`src/rtl/bin2bcd_serial.sv`:
```
// Sequential double-dabble binary-to-BCD converter, one bit per clock.
// Ports: clk, rst_n, start, bin_in, g_n (blank) -> busy, done, ovf, bcd_out.
module bin2bcd_serial #(
  parameter int BIN_W  = 16,
  parameter int DIGITS = 5
) (
  input  logic                clk,
  input  logic                rst_n,
  input  logic                start,
  input  logic [BIN_W-1:0]    bin_in,
  input  logic                g_n,
  output logic                busy,
  output logic                done,
  output logic                ovf,
  output logic [4*DIGITS-1:0] bcd_out
);

  localparam int AW = 4 * DIGITS;
  localparam int CW = $clog2(BIN_W + 1);

  typedef enum logic [1:0] {
    IDLE,
    SHIFT,
    DONE
  } state_t;

  state_t            state_q, state_d;
  logic [BIN_W-1:0]  sreg_q, sreg_d;
  logic [AW-1:0]     acc_q, acc_d;
  logic [AW-1:0]     adj;
  logic [CW-1:0]     cnt_q, cnt_d;
  logic              ovi_q, ovi_d;
  logic [AW-1:0]     res_q, res_d;
  logic              ovf_q, ovf_d;
  logic              done_q, done_d;

  // Per-digit +3 correction; digits never carry into each other.
  always_comb begin
    adj = acc_q;
    for (int i = 0; i < DIGITS; i++) begin
      if (acc_q[4*i +: 4] >= 4'd5) begin
        adj[4*i +: 4] = acc_q[4*i +: 4] + 4'd3;
      end
    end
  end

  always_comb begin
    state_d = state_q;
    sreg_d  = sreg_q;
    acc_d   = acc_q;
    cnt_d   = cnt_q;
    ovi_d   = ovi_q;
    res_d   = res_q;
    ovf_d   = ovf_q;
    done_d  = 1'b0;
    unique case (state_q)
      IDLE: begin
        if (start) begin
          sreg_d  = bin_in;
          acc_d   = '0;
          cnt_d   = CW'(BIN_W);
          ovi_d   = 1'b0;
          state_d = SHIFT;
        end
      end
      SHIFT: begin
        // A set MSB here would be shifted out: value too big.
        ovi_d  = ovi_q | adj[AW-1];
        acc_d  = {adj[AW-2:0], sreg_q[BIN_W-1]};
        sreg_d = {sreg_q[BIN_W-2:0], 1'b0};
        cnt_d  = cnt_q - CW'(1);
        if (cnt_q == CW'(1)) begin
          state_d = DONE;
        end
      end
      DONE: begin
        res_d   = ovi_q ? '1 : acc_q;
        ovf_d   = ovi_q;
        done_d  = 1'b1;
        state_d = IDLE;
      end
      default: state_d = IDLE;
    endcase
  end

  always_ff @(posedge clk or negedge rst_n) begin
    if (!rst_n) begin
      state_q <= IDLE;
      sreg_q  <= '0;
      acc_q   <= '0;
      cnt_q   <= '0;
      ovi_q   <= 1'b0;
      res_q   <= '0;
      ovf_q   <= 1'b0;
      done_q  <= 1'b0;
    end else begin
      state_q <= state_d;
      sreg_q  <= sreg_d;
      acc_q   <= acc_d;
      cnt_q   <= cnt_d;
      ovi_q   <= ovi_d;
      res_q   <= res_d;
      ovf_q   <= ovf_d;
      done_q  <= done_d;
    end
  end

  assign busy    = (state_q != IDLE);
  assign done    = done_q;
  assign ovf     = ovf_q;
  assign bcd_out = g_n ? '1 : res_q;

endmodule

```
`config.mk`:
```
export PLATFORM = sky130hd
export DESIGN_NAME = bin2bcd_serial
export DESIGN_NICKNAME = d
export VERILOG_FILES = /design/src/rtl/bin2bcd_serial.sv
export SDC_FILE = /design/constraint.sdc
export NUM_CORES = 1
export LEC_CHECK = 0
export BUFFER_PORTS_ARGS = -buffer_cell sky130_fd_sc_hd__buf_2
export CORE_UTILIZATION = 49
export DETAILED_ROUTE_END_ITERATION = 7
export PLACE_DENSITY_LB_ADDON = 0.25
export SLEW_MARGIN = 30
export SYNTH_ARGS = -nofsm -noshare
export SYNTH_HDL_FRONTEND = slang
export SYNTH_SLANG_ARGS = --single-unit
```
`constraint.sdc`:
```
create_clock -name clk -period 4.7 [get_ports clk]
set_clock_uncertainty 0.2 [all_clocks]
set_input_delay 0.94 -clock clk [delete_from_list [all_inputs] [get_ports clk]]
set_output_delay 0.94 -clock clk [all_outputs]
set_load 0.005 [all_outputs]
```
* Word level (Yosys, flattened, before mapping)
Index checks and enable logic that the tools add are counted.
** Storage, ports and cells
- Flip-flop bits (word level) :: 66
- Output and inout bits :: 23
- Word-level logic and storage cells :: 49
** Operators by class
- $add $sub $neg :: 6
- $lt $le $gt $ge :: 5
- Bitwise operators :: 1
- Reduce and logical (&&, ||, !) cells :: 5
- Equality and inequality tests :: 5
- Mux-type cells :: 19
** Operators with widths (count)
- $mux W20 :: 3
- $pmux W20 S2 :: 1
- $pmux W16 S2 :: 1
- $add A4 B2 Y4 const B :: 5
- $ge A4 B3 Y1 const B :: 5
- $mux W4 :: 5
- $mux W16 :: 1
- $pmux W5 S2 :: 1
- $eq A5 B1 Y1 const B :: 1
- $mux W5 :: 1
- $sub A5 B1 Y5 const B :: 1
- $mux W2 :: 2
- $ne A2 B2 Y1 const B :: 2
- $pmux W2 S2 :: 1
- $reduce_and A2 Y1 :: 2
- $reduce_bool A2 Y1 :: 2
- $eq A2 B1 Y1 const B :: 1
- $eq A2 B2 Y1 const B :: 1
- $logic_not A2 Y1 :: 1
- $mux W1 :: 2
- $pmux W1 S2 :: 1
- $or A1 B1 Y1 :: 1

* Depth between registers and ports, before layout
Gate-level depths: netlist of the first run.
- Depth in word-level cells :: 4
- Gate-level depth with buffers :: 6

* Worst setup path after synthesis of the first run
No wires, ideal clock.
- Path kind :: in2out
- Start point :: input port g_n
- End point :: output port bcd_out[0]
- Setup slack :: 2.186 ns
- Required time :: 3.560 ns
- Buffers on the path :: 1
- Cell stages on the path :: 2
- Data arrival time :: 1.374 ns
- Cells stage by stage :: clkbuf_1 or2_2
** On the way
- Word-level cells in the longest chain between the ends :: 1
** Ends and longest elaborated chain
- start: declaration :: line 11 : input logic g_n,
- $mux W20 :: line 111 : assign bcd_out = g_n ? '1 : res_q;
- end: declaration :: line 15 : output logic [4*DIGITS-1:0] bcd_out
No other way between the ends.

* Worst setup path in the final report of the first run
- Start point :: input port g_n
- End point :: output port bcd_out[9]
Same word-level chain as after synthesis.

==> results of run 1 <==
==> kinds of logic (layout without fill, tap and decap cells) <==
| kind of cell | count (synthesis) | after routing | synth area share |
|---|---|---|---|
| AOI/OAI and AO/OA | 95 | 95 | 0.177 |
| xor gates and xnor gates | 10 | 10 | 0.0269 |
| adders and majority gates | 12 | 12 | 0.0460 |
| buffers and inverters | 36 | 75 | 0.0457 |
| DFF | 66 | 66 | 0.507 |
| muxes | 6 | 6 | 0.0188 |
| and+or+nand+nor | 112 | 112 | 0.180 |
==> routing by layer <==
metal | vias up | track usage
li1 | 1220 | -
met1 | 1144 | 0.270
met2 | 62 | 0.297
met3 | 10 | 0.0386
met4 | 0 | 0.0755
met5 | - | 0
==> cells in the mapped netlist (5+ instances only) <==
cell,instances,share of area
ha_1,12,0.046
nand2_1,41,0.047
and3b_1,13,0.035
nand2b_1,7,0.013
xnor2_1,5,0.013
dfrtp_1,66,0.51
o31ai_1,6,0.014
clkbuf_1,11,0.013
nor2_1,22,0.025
a22o_1,5,0.013
a32o_1,6,0.018
buf_2,10,0.015
mux2i_1,5,0.015
inv_1,14,0.016
or2_2,20,0.038
xor2_1,5,0.013
o22ai_1,7,0.013
a21oi_1,19,0.029
o21ai_0,44,0.068
==> critical path, stage by stage <==
cell   delay [ps]
buf_2         180
or2_2         310
buf_2         130
==> flip-flops by register name, summed over array words and instances (netlist names) <==
register,count
acc_q,20
sreg_q,16
res_q,20
state_q,2
ovf,1
done,1
ovi_q,1
cnt_q,5
==> power groups by stage <==
stage | registers, uW | logic, uW | clock network [uW]
floorplan | 916 | 704 | 0
global placement | 1000 | 797 | 0
detailed placement | 1010 | 830 | 0
CTS | 1000 | 832 | 491
global route | 1040 | 950 | 521
finish | 1000 | 821 | 482
==> metrics by stage <==
stage	instances	worst slack (ps)	utilization	hold slack [ps]
2_1_floorplan	337	2190	-	242
3_3_place_gp	437	2010	0.547	254
3_5_place_dp	437	1990	0.547	262
5_1_grt	453	1940	0.580	293
4_1_cts	453	1900	0.579	279
6_report	453	2000	0.580	274
==> layout make-up <==
type                    instances  area [um2]  area share
repair buffers                 45         235      0.0635
clock buffers                  10         138      0.0372
clock inverters                 6        66.3      0.0179
multi-input cells             235        1460       0.395
flip-flops and latches         66        1650       0.446
inverters                      14        52.6      0.0142
well taps                      77        96.3      0.0260
==> how the worst max path moves through the flow <==
stage	startpoint	to	slack, ps	cells after the start
after floorplan	g_n	bcd_out[0]	2190	2
after CTS	state_q[0]	busy	1900	3
after global placement	g_n	bcd_out[7]	2010	3
after detailed placement	g_n	bcd_out[9]	1990	3
final	g_n	bcd_out[9]	2000	3
after global routing	g_n	bcd_out[18]	1940	3
==> results.yml, run 1 <==
die:
  die_w_um: 83.6
  coreArea_um2: 6390
  die_area_um2: 6980
  ioPinCount: 43
  row_count: 29
  start_util: 0.511
  die_y_um: 83.6
layout:
  drive_above_1_share: 0.234
  fillerInstances: 589
  final_area_um2: 3700
  antennaDiodeCount: 0
  layout_commonest_cell: "dfrtp_1"
  syn2layout_area_growth_pct: 13.6
  fin_nets: 403
  final_cell_mix: "65 x dfrtp_1, 44 x o21ai_0, 41 x nand2_1, 41 x buf_2, 22 x nor2_1"
synth:
  yosys_most_used_dff: "dfrtp_1"
  synth_area_um2: 3260
  async_flop_share: 1.00
  yosys_warnings: 0
  synth-edff-count: 0
  postSynthCellCount: 337
  synth_seq_cells: 66
  ys_types: 33
  seq_area_frac_synth: 0.507
  synth.avg_cell_area_um2: 9.68
  synth_nets: 369
timing:
  hold_viol: 0
  max_slew_margin: 0.476
  max_freq_mhz: 370
  fin_crit_ps: 2700
  rsz0062_at_grt: "false"
  slew_violations: 0
  worstMarginPinSlew_ps: 786
  setup_tns_ps: 0
  fin_crit_sh: 0.575
  setup_viol_count_final: 0
detailed_routing:
  drc_errors: 0
  viasPerCell: 5.38
  dr_wl_met3_um: 255
  m1WireLength_um: 3060
  dr_wl_met2_um: 2730
  via_count: 2436
  dr.max_layer_used: "met4"
  post_drt_wl_per_cell_um: 13.6
  drt_iter0_markers: 105
  ant_nets: 0
  drtPass1Iterations: 4
  wirelength_um: 6140
placement:
  placed_cell_area_um2: 3490
  portBuffers: 42
  dp.final_hpwl_um: 4070
  place_congestion: 0.783
setup_path:
  r2r_start: "state_q[0]"
  critPathLaunchType: "input pin"
  reg2reg_to: "cnt_q[3]"
  crit_fanout: 20
  endpoint_kind: "output pin"
  path_class: "in2out"
  reg2reg_depth: 4
  worstPathArrival_ps: 1560
  cp.required_ps: 3560
  r2r_slack_ps: 2390
clock_network:
  root_buffer: "clkbuf_8"
  cts_max_level: 3
  clock_sinks: 66
  clockBufferDepth: 2
  numCtsBuffers: 9
  cts_hold_buf: 0
  clkLatencyLatePin_ps: 340
  cts-resized-gates: 0
  cts_setup_buffers: 0
  cts_tree: "yes"
  clkSlewWorstSetupHoldPaths_ps: 70
global_route:
  grt_pass1_wl_um: 11000
  overflow: 0
  grt_usage: 0.193
  grt_pass1_vias: 2399
  grt_max_degree: 43
  antenna_found_initial: 0
job:
  maxCapViolCount: 0
power:
  combPwrFrac: 0.356
  leakage_uw: 0.00174
  power.density_nw_per_um2: 622
  p_switching_uw: 861
  ir_drop_uv: 289
  clkPwrFrac: 0.209
  p_int_uw: 1440
  pwr-share-seq: 0.435
  sw_frac_of_total: 0.374
  p_total_uw: 2300
hold_path:
  holdPathStages: 2
  hold_class: "reg2reg"
  worst_hold_path.endpoint: "res_q[5]"
  hp-start: "res_q[5]"
outcome:
  status: "completed"
(Power assumes the default switching activity.)
==> run 2, diff against run 1 <==
==> constraint.sdc (replaced) <==
create_clock -name clk -period 2.41 [get_ports clk]
set_clock_uncertainty 0.2 [all_clocks]
set_input_delay 0.482 -clock clk [delete_from_list [all_inputs] [get_ports clk]]
set_output_delay 0.482 -clock clk [all_outputs]
set_load 0.005 [all_outputs]
==> run 2 against run 1 <==
Via count decreased by 0.33%. Count of clock-buffer cells in the layout increased by 1. Combinational power increased by 110%. Critical endpoint is now busy.
==> results.yml, run 2 (synthesized netlist as in run 1, its figures left out) <==
detailed_routing:
  drt_iter0_markers: 121
  via_count: 2428
  viasPerCell: 5.28
  drtPass1Iterations: 4
  post_drt_wl_per_cell_um: 14.0
  drc_errors: 0
  ant_nets: 0
  wirelength_um: 6430
die:
  start_util: 0.511
  die_w_um: 83.6
  row_count: 29
  ioPinCount: 43
  die_area_um2: 6980
  coreArea_um2: 6390
  die_y_um: 83.6
setup_path:
  critPathLaunchType: "flop"
  r2r_start: "state_q[1]"
  worstPathArrival_ps: 1380
  reg2reg_to: "cnt_q[4]"
  endpoint_kind: "output pin"
  cp.required_ps: 1730
  r2r_slack_ps: 510
  reg2reg_depth: 4
  path_class: "reg2out"
  crit_fanout: 21
timing:
  setup_tns_ps: 0
  worst_slack_ps: 345
  rsz0062_at_grt: "false"
  worstMarginPinSlew_ps: 703
  setup_viol_count_final: 0
  max_freq_mhz: 484
  fin_crit_ps: 2060
  fin_crit_sh: 0.857
  max_slew_margin: 0.532
  hold_viol: 0
  slew_violations: 0
power:
  clkPwrFrac: 0.221
  leakage_uw: 0.00179
  combPwrFrac: 0.369
  power.density_nw_per_um2: 1230
  p_int_uw: 2960
  pwr-share-seq: 0.410
  p_switching_uw: 1700
  sw_frac_of_total: 0.364
  ir_drop_uv: 542
layout:
  antennaDiodeCount: 0
  fin_nets: 410
  layout_commonest_cell: "dfrtp_1"
  syn2layout_area_growth_pct: 15.9
  drive_above_1_share: 0.238
  reg.largest.list: "acc_q (20), res_q (20), sreg_q (16)"
  final_cell_mix: "66 x dfrtp_1, 44 x o21ai_0, 42 x buf_2, 41 x nand2_1, 22 x nor2_1"
clock_network:
  cts_max_level: 3
  cts_setup_buffers: 0
  clkLatencyLatePin_ps: 340
  root_buffer: "clkbuf_8"
  cts_tree: "yes"
  clkSlewWorstSetupHoldPaths_ps: 70
  numCtsBuffers: 9
  clockBufferDepth: 2
  cts-resized-gates: 0
  clock_sinks: 66
global_route:
  grt_pass1_vias: 2361
  grt_pass1_wl_um: 11200
  grt_usage: 0.202
  overflow: 0
  antenna_found_initial: 0
  grt_max_degree: 32
job:
  maxCapViolCount: 0
hold_path:
  hold_class: "in2reg"
  hp-start: "bin_in[0]"
  worst_hold_path.endpoint: "sreg_q[0]"
  holdPathStages: 2
placement:
  pre_cts_ws_ps: 505
  dp.final_hpwl_um: 4350
  place_congestion: 0.782
  portBuffers: 42
outcome:
  status: "completed"
-- run 2: repair_timing --
action                                  CTS  global route
endpoints found under the hold margin     7             0
hold buffers                              1             0
endpoints found under the setup margin    0             0
-- run 2: critical path, stage by stage, from the launching register on --
cell	delay (ps)
dfrtp_1	700
nor2_1	160
inv_1	80
buf_2	100
-- run 2: metrics by stage --
stage / total power, uW / hold WS (ps) / area [um2] / utilization / std cells
final: 4660 / 180 / 3780 / 0.592 / 460
after global routing: 5040 / 175 / 3780 / 0.592 / 460
after floorplan: 3160 / -13.6 / 3260 / - / 337
after CTS: 4700 / 169 / 3780 / 0.592 / 460
after global placement: 3580 / 253 / 3550 / 0.556 / 443
after detailed placement: 3650 / 263 / 3550 / 0.556 / 443
-- run 2: layout make-up --
type	instances	area (um2)
Fill cell	597	2610
Multi-Input combinational cell	235	1460
Timing Repair Buffer	52	300
Inverter	14	52.6
Tap cell	77	96.3
Clock inverter	5	77.6
Clock buffer	11	141
Sequential cell	66	1650
-- run 2: how the worst max path moves through the flow --
stage / start / endpoint / slack (ps) / cells past startpoint
6_report: state_q[1] / busy / 350 / 3
5_1_grt: state_q[1] / busy / 250 / 3
3_3_place_gp: state_q[1] / cnt_q[4] / 580 / 4
3_5_place_dp: start / sreg_q[11] / 500 / 5
4_1_cts: state_q[1] / busy / 330 / 3
2_1_floorplan: acc_q[16] / acc_q[18] / 800 / 6
-- run 2: layer usage --
layer	up-vias	global-route usage	part of all wire
met5	-	0	0
met2	58	0.311	0.44
li1	1238	-	-
met4	0	0.0971	0.021
met1	1124	0.278	0.50
met3	8	0.0366	0.037
-- run 2: power groups by stage --
stage | registers, uW | clock network, uW | logic [uW]
2_1_floorplan | 1790 | 0 | 1370
3_3_place_gp | 1920 | 0 | 1660
3_5_place_dp | 1930 | 0 | 1730
4_1_cts | 1910 | 1050 | 1740
5_1_grt | 1980 | 1110 | 1950
6_report | 1910 | 1030 | 1720
